===== config.mk =====
export PLATFORM = sky130hd
export DESIGN_NAME = arith_accum
export DESIGN_NICKNAME = d
export VERILOG_FILES = /design/src/rtl/arith_accum.sv
export SDC_FILE = /design/constraint.sdc
export NUM_CORES = 1
export LEC_CHECK = 0
export BUFFER_PORTS_ARGS = -buffer_cell sky130_fd_sc_hd__buf_2
export CAP_MARGIN = 30
export CORE_ASPECT_RATIO = 1.5
export CORE_UTILIZATION = 40
export DETAILED_ROUTE_END_ITERATION = 10
export PLACE_DENSITY = 0.58
export SKIP_LAST_GASP = 1
export SLEW_MARGIN = 10
export SYNTH_ARGS = -nofsm -noshare
export SYNTH_HDL_FRONTEND = slang
export SYNTH_SLANG_ARGS = --single-unit

===== constraint.sdc =====
create_clock -name clk -period 4.8 [get_ports clk]
set_input_delay 0.72 -clock clk [delete_from_list [all_inputs] [get_ports clk]]
set_output_delay 0.72 -clock clk [all_outputs]
set_load 0.05 [all_outputs]

===== src/rtl/arith_accum.sv =====
// Block accumulator: sums in_prod and tracks max of in_sum over COUNT-beat blocks
// (or shorter blocks closed by in_last), presenting one registered result per block.
module arith_accum #(
  parameter int WIDTH     = 8,
  parameter int COUNT     = 4,
  parameter int ACC_WIDTH = 2*WIDTH + $clog2(COUNT)
) (
  input  logic                         clk,
  input  logic                         rst,
  input  logic                         in_valid,
  output logic                         in_ready,
  input  logic [WIDTH-1:0]             in_sum,
  input  logic [WIDTH-1:0]             in_prod,
  input  logic                         in_last,
  output logic                         out_valid,
  input  logic                         out_ready,
  output logic [ACC_WIDTH-1:0]         out_acc,
  output logic [WIDTH-1:0]             out_max,
  output logic [$clog2(COUNT+1)-1:0]   out_beats
);

  localparam int CNT_W   = $clog2(COUNT);
  localparam int BEATS_W = $clog2(COUNT+1);

  logic [ACC_WIDTH-1:0] acc_q, acc_d, out_acc_q, out_acc_d;
  logic [WIDTH-1:0]     max_q, max_d, out_max_q, out_max_d;
  logic [CNT_W-1:0]     cnt_q, cnt_d;
  logic [BEATS_W-1:0]   out_beats_q, out_beats_d;
  logic                 out_valid_q, out_valid_d;

  logic                 accept, closing;
  logic [ACC_WIDTH-1:0] acc_next;
  logic [WIDTH-1:0]     max_next;

  // Ready only depends on reset and the output slot, so the result register
  // can be refilled in the same cycle it is drained.
  assign in_ready = rst & (~out_valid_q | out_ready);
  assign accept   = in_valid & in_ready;
  assign closing  = accept & ((cnt_q == CNT_W'(COUNT-1)) | in_last);
  assign acc_next = acc_q + ACC_WIDTH'(in_prod);
  assign max_next = (in_sum > max_q) ? in_sum : max_q;

  always_comb begin
    acc_d       = acc_q;
    max_d       = max_q;
    cnt_d       = cnt_q;
    out_acc_d   = out_acc_q;
    out_max_d   = out_max_q;
    out_beats_d = out_beats_q;
    out_valid_d = out_valid_q;
    if (closing) begin
      out_acc_d   = acc_next;
      out_max_d   = max_next;
      out_beats_d = BEATS_W'(cnt_q) + BEATS_W'(1);
      out_valid_d = 1'b1;
      acc_d       = '0;
      max_d       = '0;
      cnt_d       = '0;
    end else begin
      if (accept) begin
        acc_d = acc_next;
        max_d = max_next;
        cnt_d = cnt_q + CNT_W'(1);
      end
      if (out_valid_q && out_ready) out_valid_d = 1'b0;
    end
  end

  always_ff @(posedge clk) begin
    if (!rst) begin
      acc_q       <= '0;
      max_q       <= '0;
      cnt_q       <= '0;
      out_acc_q   <= '0;
      out_max_q   <= '0;
      out_beats_q <= '0;
      out_valid_q <= 1'b0;
    end else begin
      acc_q       <= acc_d;
      max_q       <= max_d;
      cnt_q       <= cnt_d;
      out_acc_q   <= out_acc_d;
      out_max_q   <= out_max_d;
      out_beats_q <= out_beats_d;
      out_valid_q <= out_valid_d;
    end
  end

  assign out_valid = out_valid_q;
  assign out_acc   = out_acc_q;
  assign out_max   = out_max_q;
  assign out_beats = out_beats_q;

endmodule


==> results.md <==
Die:
- The core area is 7760 um2.
- In this run the count of I/O pins placed on the die edge is 52.
- In this run the core area contains 39 standard-cell rows.
- The y dimension of the die is 112 um.
- The initial utilization of the core area, before any placement, comes to 41.9%.
- The die covers 8500 um2.
- In this run the horizontal extent of the chip is 75.6 um.

Synthesis:
- Yosys mapped a number of flops with a built-in enable equal to 0.
- For this run, asynchronously set or reset flops after synthesis account for 0%.
- The count of different cell masters after synthesis is 56.
- After synthesis, flip-flops and latches occupy 35.7% of the total area.
- The most instantiated flip-flop cell in the synthesis netlist is dfxtp_1.
- The fraction of post-synthesis cell area in the top cell type by area is 35.7%.
- The number of warnings issued by yosys is 0.
- Synthesis produced a netlist whose cell count is 387.
- The synthesized netlist occupies a cell area of 3250 um2.
- The mean instance size in the synthesized netlist is 8.40 um2.
- The number of nets in the synthesized netlist is 426.
- Ranked by total cell area, the synthesized netlist is headed by dfxtp_1, nand2_1, ha_1.
- Of all cell types, the one taking the most synthesized area is dfxtp_1.
- In this run, synthesis produced a sequential element count of 58.

Worst setup path:
- The startpoint identified for the worst register-to-register timing path is max_q[3]$_SDFFE_PP0P_.
- The critical path endpoint category is a flip-flop.
- In this run the worst path has a maximum fanout of 23.
- The type of origin of the critical path is a primary input.
- The setup slack of the worst register-to-register path is 2.33 ns.
- The worst setup path is of the in2reg kind.
- The depth of the worst register-to-register path is 7.
- Data arrives at the worst endpoint at 2.82 ns.
- The data required time at the worst endpoint is 5.05 ns.
- In this run the critical register-to-register path is captured at out_max[3]$_SDFFE_PN0P_.

STA:
- The final number of setup-violating endpoints is 0.
- The maximum frequency from static timing analysis is 389 MHz.
- The setup total negative slack is 0 ns.
- The final max-slew violation count is 0.
- The smallest clock period supported by the final layout is computed as 2.57 ns.
- The post-route clock skew is 0.00570 ns.
- Setup repair after global routing left no endpoint under its margin.
- The hold violation total from the final report is 0.
- In this run the tightest slew margin relative to its limit is 36.4%.
- At the pin with the least slew margin, the transition time is 0.952 ns.
- The share of the cycle needed by the critical path after routing is 53.5%.

Clocking:
- The number of gates resized after CTS was 0.
- TritonCTS built the clock tree.
- TritonCTS created 9 clock buffers.
- Clock latency on the worst-skew pair, taken at its later pin, is 0.33 ns.
- In this run the number of H-tree levels came out at 3.
- Clock-pin slew was measured on the worst setup and hold paths at 0.05 ns.
- The clock tree buffer depth is 2.
- The root buffer cell chosen for the clock tree is clkbuf_16.
- For this design, the sink count on the clock tree is 58.
- The number of hold buffers added after CTS is 0.
- Post-CTS timing repair inserted 0 buffers for setup.

Detailed routing:
- In the routed design, unresolved DRC markers number 0.
- The number of iterations in the first detailed-routing pass is 4.
- The detail route stage leaves a number of antenna-violating nets equal to 0.
- The routed layout has 3,065 vias.
- The average wire per standard cell is 15.5 um.
- The number of DRC markers in iteration 0 is 174.
- In the routed layout, each cell is associated on average with a via count of 5.69.
- The routed design has 8360 um of wire.

Global routing:
- The number of antenna violations at the first check in global routing is 0.
- The maximum number of pins on one net before global-route repair is 31.
- The number of global-route vias before repair came to 2,812.
- The wire length of the first global-routing pass is 13,500 um.
- The leftover overflow at the end of global routing is 0.
- The overall routing resource usage is 21.2%.

Place:
- The instance count after placement with tap cells included is 522.
- At the end of routability-driven placement, the weighted congestion stood at 0.821.
- During placement, the flow inserted port buffers numbering 51.
- The HPWL after detailed placement is 5840 um.

Finish:
- The number of inserted diodes is 0.
- Relative to the synthesized area, the layout overhead comes to 19.2%.
- Cells with a size suffix above 1 make up 19.2% of the layout.
- The layout net count is 471.
- Leaving out filler cells and counting taps, the final layout contains 539.

Flow run:
- The tool flagged a number of max-cap violations equal to 0.

Status:
- The run finished with clean final reports.

Power and ir drop:
- The peak supply drop is 0.196 mV.
- The power per standard cell area is 339 nW/um2.
- Total power for the finished layout comes to 1.31 mW.
- The leakage power of the design is 1.57 nW.

Worst hold path:
- The tightest min-delay check is of the reg2reg type.
- The number of cells on the worst hold path is 2.
- The path with the worst hold slack has its endpoint at out_acc[13]$_SDFFE_PN0P_.
- The beginning of the worst hold path is out_acc[13]$_SDFFE_PN0P_.
-- state kept, by name, indices dropped and copies added, names as in the netlist --
signal     cells
out_valid      1
out_beats      3
out_acc       18
cnt_q          2
acc_q         18
max_q          8
out_max        8
-- where the power goes --
| part | internal, mW | switching (mW) |
|---|---|---|
| Combinational | 0.0600 | 0.139 |
| Sequential | 0.499 | 0.00954 |
| Clock | 0.389 | 0.215 |
| Total | 0.948 | 0.363 |
-- per-stage QoR --
step | cell area, um2 | hold WS [ns] | setup slack [ns] | utilization [%]
2_1_floorplan | 3250 | 0.438 | 2.15 | -
3_3_place_gp | 3580 | 0.430 | 1.90 | 46.2
3_5_place_dp | 3580 | 0.437 | 1.87 | 46.2
4_1_cts | 3860 | 0.449 | 2.20 | 49.8
5_1_grt | 3870 | 0.472 | 2.07 | 49.9
6_report | 3870 | 0.443 | 2.23 | 49.9
-- synth_stat cells (all sizes together) (9+ instances only) --
| cell type | n |
|---|---|
| clkbuf | 11 |
| nand2 | 59 |
| o31ai | 10 |
| o21ai | 16 |
| nor2 | 11 |
| mux2i | 10 |
| a21oi | 34 |
| buf | 11 |
| nor3 | 11 |
| o211ai | 14 |
| or4 | 12 |
| dfxtp | 58 |
| nand3 | 26 |
| ha | 17 |
| inv | 15 |
| a32oi | 9 |
-- worst max path at each step --
stage | from | to | slack (ns) | cells past startpoint
floorplan | in_prod[0] | out_acc[16]$_SDFFE_PN0P_ | 2.15 | 9
global placement | in_prod[6] | out_acc[9]$_SDFFE_PN0P_ | 1.90 | 7
detailed placement | in_prod[6] | out_acc[9]$_SDFFE_PN0P_ | 1.87 | 7
CTS | in_prod[6] | out_acc[9]$_SDFFE_PN0P_ | 2.20 | 7
global route | out_ready | max_q[0]$_SDFFE_PP0P_ | 2.07 | 5
finish | out_ready | max_q[0]$_SDFFE_PP0P_ | 2.23 | 5
-- cell families (layout without fill, tap and decap cells) --
| family | Yosys count | count (layout) | share of synthesized area, % |
|---|---|---|---|
| AOI/OAI and AO/OA | 111 | 111 | 23.7 |
| xor gates and xnor gates | 6 | 6 | 1.62 |
| adders and majority gates | 18 | 18 | 7.16 |
| buffers and inverters | 37 | 87 | 4.97 |
| DFF | 58 | 58 | 35.7 |
| muxes | 11 | 11 | 3.43 |
| and+or+nand+nor | 146 | 146 | 23.4 |
-- worst max-delay path, cell delays in order --
cell and delay (ns):
buf_2 0.10, nand2b_1 0.20, nand3_1 0.69, a211oi_4 0.86, mux2i_1 0.26
-- cell usage in the layout, fill, tap and decap left out, types with 4 or more instances in the layout --
cell and instances:
o21ai_0 16, buf_4 5, o211ai_1 12, nor3_1 11
a21o_1 4, a22o_1 5, nand2_1 59, o31ai_1 9
a32oi_1 9, nor2_1 11, buf_2 51, ha_1 17
nand4_1 4, clkbuf_16 9, a21oi_1 34, dfxtp_1 58
or4_1 12, nand3_1 25, mux2i_1 10, inv_1 15
-- layer usage --
layer	vias up	GRT usage, %	share of wire, %
li1	1539	-	-
met1	1445	25.9	43
met2	66	34.3	51
met3	15	5.03	4.2
met4	0	9.63	2.0
met5	-	0	0
-- area by class of cell --
cell class                      instances  area, um2
Multi-Input combinational cell        292       1950
Clock buffer                           14        274
Tap cell                              102        128
Fill cell                             778       3890
Timing Repair Buffer                   56        293
Clock inverter                          2       10.0
Sequential cell                        58       1160
Inverter                               15       56.3
Note: power is estimated with default switching activity, not from simulation.
